**src/rtl/light_chaser_monitor.sv**
```systemverilog
`default_nettype none
// ============================================================================
// Module      : light_chaser_monitor
// Description : Receive-side checker for a one-hot rotating LED chaser bus.
//               Locks onto the rotate-left-by-1 sequence, reports the lit LED
//               index, a per-step pulse and a lap counter, and raises sticky
//               flags for non-one-hot patterns, out-of-order steps and wrong
//               dwell times.
// Ports       : clk, rst      - clock (rising edge), sync active-high reset
//               enable        - shared chaser enable; low freezes the monitor
//               light_in      - observed LED bus
//               err_clr       - single-cycle clear of the sticky error flags
//               position      - index of the lit LED (0 = LSB)
//               valid/locked  - position meaningful / rotation locked
//               step_pulse    - one pulse per accepted step while locked
//               lap_count     - accepted MSB->LSB wrap steps (mod 256)
//               err_onehot/err_order/err_timing - sticky error flags
// Revision    : 1.0 - initial release
// ============================================================================
module light_chaser_monitor #(
  parameter int WIDTH       = 8,
  parameter int STEP_CYCLES = 5
) (
  input  logic                     clk,
  input  logic                     rst,
  input  logic                     enable,
  input  logic [WIDTH-1:0]         light_in,
  input  logic                     err_clr,
  output logic [$clog2(WIDTH)-1:0] position,
  output logic                     valid,
  output logic                     locked,
  output logic                     step_pulse,
  output logic [7:0]               lap_count,
  output logic                     err_onehot,
  output logic                     err_order,
  output logic                     err_timing
);

  localparam int c_POS_W   = $clog2(WIDTH);
  // Dwell must be able to hold STEP_CYCLES+1 (the overrun marker).
  localparam int c_DWELL_W = $clog2(STEP_CYCLES + 2);
  localparam logic [c_DWELL_W-1:0] c_STEP = c_DWELL_W'(STEP_CYCLES);
  localparam logic [c_DWELL_W-1:0] c_SAT  = c_DWELL_W'(STEP_CYCLES + 1);

  typedef enum logic [1:0] {
    S_HUNT   = 2'd0,
    S_SYNC   = 2'd1,
    S_LOCKED = 2'd2
  } state_t;

  state_t                 state_q, state_d;
  logic [WIDTH-1:0]       light_q;
  logic [c_DWELL_W-1:0]   dwell_q;
  logic [c_POS_W-1:0]     position_q, position_d;
  logic                   valid_q, locked_q, step_pulse_q, step_pulse_d;
  logic [7:0]             lap_count_q;
  logic                   err_onehot_q, err_order_q, err_timing_q;

  logic                   w_change, w_onehot, w_step, w_wrap, w_lap_inc;
  logic                   w_set_onehot, w_set_order, w_set_timing;
  logic [c_POS_W-1:0]     w_idx;
  logic [WIDTH-1:0]       w_rot;

  // Index of the highest set bit; only consumed when the input is one-hot.
  function automatic logic [c_POS_W-1:0] f_index(input logic [WIDTH-1:0] v);
    f_index = '0;
    for (int i = 0; i < WIDTH; i++) begin
      if (v[i]) f_index = c_POS_W'(i);
    end
  endfunction

  always_comb begin
    w_change = (light_in != light_q);
    w_onehot = (light_in != '0) && ((light_in & (light_in - 1'b1)) == '0);
    w_rot    = {light_q[WIDTH-2:0], light_q[WIDTH-1]};
    w_step   = (light_in == w_rot);
    w_wrap   = light_q[WIDTH-1];
    w_idx    = f_index(light_in);
  end

  // Next-state and event decode; all effects are gated by enable.
  always_comb begin
    state_d      = state_q;
    position_d   = position_q;
    step_pulse_d = 1'b0;
    w_lap_inc    = 1'b0;
    w_set_onehot = 1'b0;
    w_set_order  = 1'b0;
    w_set_timing = 1'b0;
    if (enable) begin
      case (state_q)
        S_HUNT: begin
          // HUNT inspects every active sample, changed or not.
          if (w_onehot) begin
            state_d    = S_SYNC;
            position_d = w_idx;
          end else begin
            w_set_onehot = 1'b1;
          end
        end
        S_SYNC: begin
          // First dwell after (re)sync is partial, so only order is checked.
          if (w_change) begin
            if (w_step) begin
              state_d    = S_LOCKED;
              position_d = w_idx;
            end else if (w_onehot) begin
              w_set_order = 1'b1;
              position_d  = w_idx;
            end else begin
              w_set_onehot = 1'b1;
              state_d      = S_HUNT;
            end
          end
        end
        S_LOCKED: begin
          if (w_change) begin
            if (w_step) begin
              position_d = w_idx;
              if (dwell_q == c_STEP) begin
                step_pulse_d = 1'b1;
                w_lap_inc    = w_wrap;
              end else begin
                w_set_timing = 1'b1;
                state_d      = S_SYNC;
              end
            end else if (w_onehot) begin
              w_set_order = 1'b1;
              position_d  = w_idx;
              state_d     = S_SYNC;
            end else begin
              w_set_onehot = 1'b1;
              state_d      = S_HUNT;
            end
          end else if (dwell_q == c_STEP) begin
            // This sample takes the dwell to STEP_CYCLES+1: overrun.
            w_set_timing = 1'b1;
            state_d      = S_SYNC;
          end
        end
        default: state_d = S_HUNT;
      endcase
    end
  end

  always_ff @(posedge clk) begin
    if (rst) begin
      state_q      <= S_HUNT;
      light_q      <= '0;
      dwell_q      <= '0;
      position_q   <= '0;
      valid_q      <= 1'b0;
      locked_q     <= 1'b0;
      step_pulse_q <= 1'b0;
      lap_count_q  <= '0;
      err_onehot_q <= 1'b0;
      err_order_q  <= 1'b0;
      err_timing_q <= 1'b0;
    end else begin
      state_q      <= state_d;
      position_q   <= position_d;
      valid_q      <= (state_d != S_HUNT);
      locked_q     <= (state_d == S_LOCKED);
      step_pulse_q <= step_pulse_d;
      if (w_lap_inc) lap_count_q <= lap_count_q + 8'd1;
      if (enable) begin
        if (w_change) begin
          light_q <= light_in;
          dwell_q <= c_DWELL_W'(1);
        end else if (dwell_q != c_SAT) begin
          dwell_q <= dwell_q + 1'b1;
        end
      end
      // A new error in the same cycle as err_clr still sets its flag.
      err_onehot_q <= w_set_onehot | (err_onehot_q & ~err_clr);
      err_order_q  <= w_set_order  | (err_order_q  & ~err_clr);
      err_timing_q <= w_set_timing | (err_timing_q & ~err_clr);
    end
  end

  assign position   = position_q;
  assign valid      = valid_q;
  assign locked     = locked_q;
  assign step_pulse = step_pulse_q;
  assign lap_count  = lap_count_q;
  assign err_onehot = err_onehot_q;
  assign err_order  = err_order_q;
  assign err_timing = err_timing_q;

endmodule
`default_nettype wire

```
**config.mk**
```make
export PLATFORM = sky130hd
export DESIGN_NAME = light_chaser_monitor
export DESIGN_NICKNAME = d
export VERILOG_FILES = /design/src/rtl/light_chaser_monitor.sv
export SDC_FILE = /design/constraint.sdc
export NUM_CORES = 1
export LEC_CHECK = 0
export BUFFER_PORTS_ARGS = -buffer_cell sky130_fd_sc_hd__buf_4
export CAP_MARGIN = 20
export CORE_MARGIN = 2
export CORE_UTILIZATION = 51
export DETAILED_ROUTE_END_ITERATION = 7
export HOLD_SLACK_MARGIN = 0.15
export PLACE_DENSITY = 0.86
export SLEW_MARGIN = 20
export SYNTH_ARGS = -nofsm -noshare
export SYNTH_HDL_FRONTEND = slang
export SYNTH_SLANG_ARGS = --single-unit
```
**constraint.sdc**
```tcl
create_clock -name clk -period 1.8 [get_ports clk]
set_clock_uncertainty 0.1 [all_clocks]
set_input_delay 0.18 -clock clk [delete_from_list [all_inputs] [get_ports clk]]
set_output_delay 0.18 -clock clk [all_outputs]
set_load 0.05 [all_outputs]
```
==> summary.md, run 1 <==
OpenSTA, run right after detailed placement, puts the worst setup slack at -0.240 ns. In this run the remaining antenna-violating nets after routing total 0. Share of flip-flops with an asynchronous set or reset after synthesis: 0. The largest single stage delay on the critical path is 0.37 ns. Clock-pin slew was measured on the worst setup and hold paths at 0.10 ns.

For this block, the routed nets add up to 6.56 mm of wire. Cell with the largest stage delay on the worst path: sky130_fd_sc_hd__dfxtp_4. The setup violation total in the final timing report was 29. Multi-input combinational cell area: 1370 sq um. The largest vdd supply drop came out at 0.493 mV. The critical path crosses 9 cells after its start point.

The number of global-route vias before repair was 1964; the global placer's final weighted congestion was 0.871. The final cycle utilization of the critical path was 1.16. On the critical path the largest part of the delay comes from simple AND/OR/NAND/NOR gates. At the worst endpoint, the required time is 1.93 ns. Summing all placed instances gives a cell area of 2350 sq um. Entering global routing, the biggest net connects 30 pins. The post-route cell area was 2850 sq um. TritonCTS built the clock tree. The register bit total from synthesis is 30. The layout has 173 filler cells. Max-cap violations in this run came to 0.

The flow ran to the end, but the final reports show violations. 29 I/O pins were placed. Number of instances on the worst hold path: 4. The routed length per instance is 19.3 um, and the via density per instance is 5.93. The net count of the finished layout is 313. The number of nets handed over by synthesis was 238. The min-delay analysis places its worst path in the category primary input to flop. Of all nets on the critical path, the largest fanout is 4.

The area growth from synthesis to layout is 52.7%. The average footprint of a synthesized cell came out at 8.55 sq um. Buffering stage count on the worst path with inverters included: 3. The overall via count from detail_route is 2015, and the setup TNS is -4.88 ns. The run gives 51 as the count of cell types in the netlist.

The routed metal-1 wirelength was 2.54 mm; the number of cells on the worst reg-to-reg path was 9. Total routing resource utilization after global routing: 0.274. The total number of yosys warnings came out at 0. Cell at the root of the clock tree: sky130_fd_sc_hd__clkbuf_4.

The number of CTS-inserted buffers came out at 5. The first global-routing pass estimated 8.73 mm of wire. The run gives -0.296 ns as the final worst slack. The final hold violation count is 0, and the die area is 4150 sq um. Setup repair after global routing could not meet its margin everywhere.

At the pin with the least slew margin, the transition time is 0.417 ns. For the number of buffers on the longest clock path, the log shows 2. After detailed routing, no signal wire sits above met4. Among all flip-flop cells after synthesis, the most frequent one is sky130_fd_sc_hd__dfxtp_1. In this run the number of H-tree levels came out at 2. For the final standard cell utilization of the core, the log shows 0.833. For the TritonCTS sink count, the log shows 30. The critical path goes through xor2_1, nor4_2, and2_4, buf_6, nor4b_4, buf_4, buf_4, xnor2_1, nor2_1.

The fraction of final layout cells sized beyond drive strength 1 is 0.439. In the final layout, flip-flops and latches occupy 623 sq um. The sequential area share after synthesis came out at 0.322. The number of antenna violations at the first check in global routing was 0.

By instance count, the cell type seen most on the critical path is sky130_fd_sc_hd__buf_4. The minimum setup slack among reg-to-reg paths came out at -0.30 ns. Buffers placed on the I/O ports in this run total 28.

Power spread over the standard cell area amounts to 513 nW/um^2. Detailed placement ended at an HPWL of 3.27 mm. The checks that failed: negative setup slack. The tools report the maximum operating frequency as 477 MHz. The logs give 0 for the max-slew violation count and 0 for the final routed DRC violation total.

The mapped netlist covers 1860 sq um. The type of the worst setup path was flop to flop. The tools report the startpoint type of the worst setup path as a flop.

Starting density of the core: 0.545. The arrival time reported for the critical path endpoint was 2.22 ns. The worst relative slew slack is 0.719, and the total grt overflow is 0. The count of inserted antenna diode cells came out at 0.

Measured along the x axis, the die boundary spans 64.4 um. The routed design could run at a clock period as short as 2.10 ns. The total length of routed met3 wires is 368 um. Synthesis handed over a netlist of 218 instances. The tools report the row count as 21. The clock reaches the later pin of the worst-skew pair after 0.35 ns. The design draws 1.46 mW. The synthesized design contains 0 enable-type register cells.

The worst setup path is captured at a flop. Detailed routing placed a total of 3.38 mm of wire on met2. The die is 64.4 um tall.

For this design the static power due to leakage is 1.17 nW. In this run the standard cell core region covers 3420 sq um. The run gives 4 as the first-pass detailed-route iteration total. The number of violations reported at the end of detailed-routing iteration 0 came out at 198.
-- sequential cells by signal, indices dropped and copies added, names as in the netlist --
register and flops:
state_q 2, position 3, dwell_q 3, err_order 1
err_timing 1, step_pulse 1, valid 1, locked 1
light_q 8, err_onehot 1, lap_count 8
-- tightest hold or removal path, delay by kind of cell --
family	cells	cell delay (ns)
buffers and inverters	2	0.29
AOI/OAI and AO/OA	1	0.08
and+or+nand+nor	1	0.08
-- cells in the final DEF (no fill, tap or decap), drive strengths merged, types with 2 or more instances in the layout --
cell / netlist / layout
a21oi: 11 / 11
nor4b: 4 / 4
nor4: 6 / 6
a211oi: 3 / 3
dlygate4sd3: 0 / 10
o21ai: 7 / 7
nand3: 7 / 7
xnor2: 12 / 12
xor2: 11 / 11
clkbuf: 3 / 8
inv: 11 / 11
ha: 8 / 8
dfxtp: 30 / 30
buf: 9 / 69
mux2i: 10 / 10
nand2: 13 / 13
o211ai: 2 / 2
and2: 2 / 2
nor3: 3 / 3
o21a: 2 / 2
a21boi: 2 / 2
nand4: 6 / 6
nor2: 38 / 38
-- cell families after synthesis --
kind of cell,synth area share
and+or+nand+nor,0.248
AOI/OAI and AO/OA,0.142
DFF,0.322
xor gates and xnor gates,0.108
buffers and inverters,0.0665
muxes,0.0537
adders and majority gates,0.0591
-- per-layer routing --
layer,track usage,vias to the layer above
met2,0.471,105
met1,0.299,969
li1,-,906
met4,0.173,0
met3,0.0712,35
met5,0,-
-- synthesized netlist by cell type (all sizes together), types with 4 or more instances --
cell	n	area share
xor2	11	0.052
mux2i	10	0.054
nand4	6	0.020
a21oi	11	0.034
nor2	38	0.077
nor4	6	0.038
buf	9	0.038
ha	8	0.054
dfxtp	30	0.32
nand2	13	0.029
nor4b	4	0.027
nand3	7	0.019
o21ai	7	0.021
inv	11	0.022
xnor2	12	0.056
-- per-stage QoR --
| stage | hold slack [ns] | instances |
|---|---|---|
| after floorplan | 0.224 | 218 |
| after global placement | 0.345 | 314 |
| after detailed placement | 0.372 | 314 |
| after CTS | 0.0540 | 336 |
| after global routing | 0.251 | 340 |
| final | 0.226 | 340 |
-- where the power goes --
part	total (mW)	leakage (nW)	switching [mW]	internal, mW
sequential	0.700	0.249	0.0210	0.679
clock	0.444	0.0353	0.255	0.189
combinational	0.316	0.881	0.166	0.150
total	1.46	1.17	0.442	1.02
-- worst paths after layout --
kind / startpoint / end
worst min register to register: position[2]$_SDFFE_PP0P_ / position[2]$_SDFFE_PP0P_
worst min-delay path: light_in[6] / position[1]$_SDFFE_PP0P_
worst max-delay path: light_q[7]$_SDFFE_PP0P_ / lap_count[0]$_SDFFE_PP0P_
worst max register to register: light_q[7]$_SDFFE_PP0P_ / lap_count[0]$_SDFFE_PP0P_
-- repair_timing --
item,CTS,global route
setup buffers,5,2
endpoints found under the hold margin,26,1
gates resized for setup,19,30
cloned,0,1
endpoints found under the setup margin,27,27
hold buffers,9,1
pin swaps,14,21
-- layout make-up --
class,count,share of cell area
clock buffer,7,0.0193
tap,46,0.0202
multi-input combinational,165,0.481
clock inverter,1,0.00176
sequential,30,0.219
timing repair buffer,80,0.245
inverter,11,0.0145
(Power assumes the default switching activity.)
==> run 2, diff against run 1 <==
--- a/config.mk
+++ b/config.mk
@@ -8,10 +8,10 @@
 export BUFFER_PORTS_ARGS = -buffer_cell sky130_fd_sc_hd__buf_4
 export CAP_MARGIN = 20
 export CORE_MARGIN = 2
-export CORE_UTILIZATION = 51
+export CORE_UTILIZATION = 50
 export DETAILED_ROUTE_END_ITERATION = 7
 export HOLD_SLACK_MARGIN = 0.15
-export PLACE_DENSITY = 0.86
+export PLACE_DENSITY = 0.74
 export SLEW_MARGIN = 20
 export SYNTH_ARGS = -nofsm -noshare
 export SYNTH_HDL_FRONTEND = slang
==> run 2 against run 1 <==
Effect of this change: the run still ends with negative setup slack left; global-route usage down 4.4 points; register-to-register slack better by 0.05 ns; die area up 1.9%; routed wire length down 15%; critical path depth unchanged; combinational power down 2%; design area up 1.6%; fmax up 2.5%; critical path type unchanged; highest routed layer unchanged.
==> summary.md, run 2 (same netlist as run 1, synthesis figures left out) <==
The half-perimeter wire length after placement came out at 2.90 mm (-11%). The tools report the multi-input combinational cell area as 1410 sq um (+2.7%). The fraction of final layout cells sized beyond drive strength 1 works out to 0.473 (+0.0338). Max-slew violation count: 0 (unchanged). Transition time of the tightest slew-check pin: 0.360 ns (-0.0575 ns). The largest vdd supply drop is 0.464 mV (-6.0%), and the worst path required time is 1.86 ns (-0.07 ns).

The worst relative slew slack was 0.759 (+0.0403); the maximum number of pins on one net before global-route repair was 30 (unchanged). The final cycle utilization of the critical path was 1.14 (-0.0289); the worst hold margin was 0.153 ns (-0.0734 ns). The tools report the overall via count from detail_route as 1865 (-7.4%). The post-detailed-route count of antenna-violating nets is 0 (unchanged), and the source-to-sink clock delay at the later pin of the worst-skew pair is 0.29 ns (-0.06 ns). The type of the worst setup path is flop to flop. The die area is 4230 sq um (+1.9%).

For the standby leakage power, the log shows 1.17 nW (+0.44%). STA classifies the critical path startpoint as a flop. The final standard cell utilization of the core was 0.796 (-0.0372); the number of port buffers was 28 (unchanged).

Starting density of the core: 0.513 (-0.0327). The clock transition at the registers of the reported paths was 0.06 ns (-0.04 ns); the horizontal die dimension was 65.0 um (+0.93%). The number of cells in the finished layout apart from fillers is 340 (unchanged), and the setup violation total in the final timing report is 28 (-3.4%). The number of H-tree levels was 2 (unchanged).

The total power draw came out at 1.58 mW (+8.0%). The largest driver fanout on the critical path is 4 (unchanged). For the number of violations reported at the end of detailed-routing iteration 0, the log shows 160 (-19%). Number of global-route vias before repair: 1739 (-11%). The wire length of the first global-routing pass was 7.53 mm (-14%).

The worst min-delay path category was primary input to flop. Stage delay of the slowest cell on the critical path: 0.37 ns (about the same). The total routing resource utilization after global routing came out at 0.230 (-0.0444).

The leading cell type in the layout, fill and taps excluded was sky130_fd_sc_hd__buf_4. For the area of the placeable core, the log shows 3630 sq um (+6.4%). The total grt overflow is 0 (unchanged), and the routed length per instance is 16.5 um (-15%). For the setup TNS, the log shows -3.35 ns (+1.54 ns). The run finished, with violations left.

The tools report the critical path capture point type as a flop. The cell with the largest stage delay on the worst path was sky130_fd_sc_hd__nor4_2. The footprint of the flip-flops and latches was 623 sq um (unchanged).

The tree is rooted in a sky130_fd_sc_hd__clkbuf_8. The via density per instance was 5.49 (-7.4%). The final reports fail on negative setup slack. The critical path goes through xor2_1, nor4_2, buf_4, nand2_8, buf_6, nand3_2, o21ai_1, a32oi_1, nor2_1. The vertical die dimension was 65.0 um (+0.93%). The reported max-cap violation count came out at 0 (unchanged). The final worst slack came out at -0.244 ns (+0.0521 ns). The areal power density over the cells was 545 nW/um^2 (+6.3%); the final routed DRC violation total was 0 (unchanged). The tools report the global placer's final weighted congestion as 0.866 (-0.64%).

The maximum operating frequency is 489 MHz (+2.5%). Setup repair after global routing could not meet its margin everywhere. In the layout the commonest cells are sky130_fd_sc_hd__buf_4 (62), sky130_fd_sc_hd__nor2_1 (36), sky130_fd_sc_hd__dfxtp_1 (20), sky130_fd_sc_hd__inv_1 (10), sky130_fd_sc_hd__mux2i_1 (10).

The run gives 0 (unchanged) as the count of inserted antenna diode cells. The arrival time reported for the critical path endpoint came out at 2.11 ns (-0.11 ns). TritonCTS built the clock tree. The tools report the number of nets in the layout as 311 (-0.64%). The post-synthesis to final-layout area growth came out at 55.2%.

The first-pass detailed-route iteration total came out at 4 (unchanged). The row count was 22 (+4.8%). Minimum clock period after layout: 2.04 ns (-0.0521 ns). For the TritonCTS sink count, the log shows 30 (unchanged). For the number of antenna violations at the first check in global routing, the log shows 0 (unchanged). The logs give 5.60 mm (-15%) for the overall routed net length and 2 (unchanged) for the number of buffers on the longest clock path. The final hold violation count was 0 (unchanged); the number of cells after detailed placement was 316 (+0.64%).

The count of fill cells added during filler insertion came out at 237 (+37%). The number of primary I/O pins is 29 (unchanged), and the number of CTS-inserted buffers is 5 (unchanged).
-- run 2: cell count changes in the layout (fill, tap and decap cells not counted), moves of 2 or more --
cell,before,now
sky130_fd_sc_hd__clkbuf_8,1,6
sky130_fd_sc_hd__dlygate4sd3_1,10,7
sky130_fd_sc_hd__nor4b_1,3,1
sky130_fd_sc_hd__nor4b_2,0,2
sky130_fd_sc_hd__buf_6,4,6
sky130_fd_sc_hd__clkbuf_4,5,0
-- run 2: worst paths after layout --
check                           from                 endpoint  slack [ns]  cells past startpoint
min reg2reg    err_onehot$_SDFF_PP0_    err_onehot$_SDFF_PP0_        0.38                      2
min                              rst  light_q[7]$_SDFFE_PP0P_        0.15                      2
max          light_q[5]$_SDFFE_PP0P_    err_timing$_SDFF_PP0_       -0.24                      9
max reg2reg  light_q[5]$_SDFFE_PP0P_    err_timing$_SDFF_PP0_       -0.24                      9
-- run 2: layout make-up --
cell class | count | area share
multi-input cells | 165 | 0.486
well taps | 48 | 0.0208
repair buffers | 78 | 0.232
clock inverters | 1 | 0.00173
clock buffers | 7 | 0.0299
inverters | 11 | 0.0143
flip-flops and latches | 30 | 0.215
-- run 2: power by group --
group	internal (mW)	switching [mW]	leakage [nW]
clock network	0.308	0.261	0.0482
logic	0.148	0.161	0.874
registers	0.680	0.0191	0.249
total	1.14	0.442	1.17
-- run 2: worst max-delay path: cells and delay by family, from the launching register on --
| kind | cells | cell delay [ns] |
|---|---|---|
| and+or+nand+nor | 4 | 0.59 |
| buffers and inverters | 2 | 0.38 |
| DFF | 1 | 0.35 |
| AOI/OAI and AO/OA | 2 | 0.32 |
| xor gates and xnor gates | 1 | 0.16 |
-- run 2: repair_timing --
item,in CTS,in global routing
resized for setup,20,41
pin swaps,21,28
endpoints found under the hold margin,8,0
hold buffers,7,0
gates cloned,1,0
endpoints found under the setup margin,22,29
setup buffers,1,9
-- run 2: routing by layer --
metal | vias to the layer above | part of all wire | GRT usage | wire, um
met4 | 0 | 0.024 | 0.0807 | 133
li1 | 898 | - | - | -
met2 | 51 | 0.52 | 0.381 | 2930
met3 | 18 | 0.038 | 0.0590 | 211
met5 | - | 0 | 0 | 0
met1 | 898 | 0.42 | 0.288 | 2330
-- run 2: through the flow --
step           worst slack [ns]  instance area [sq um]
5_1_grt                  -0.346                   2890
4_1_cts                  -0.102                   2630
6_report                 -0.244                   2890
3_5_place_dp             -0.184                   2360
3_3_place_gp             -0.169                   2360
2_1_floorplan           -0.0755                   1900
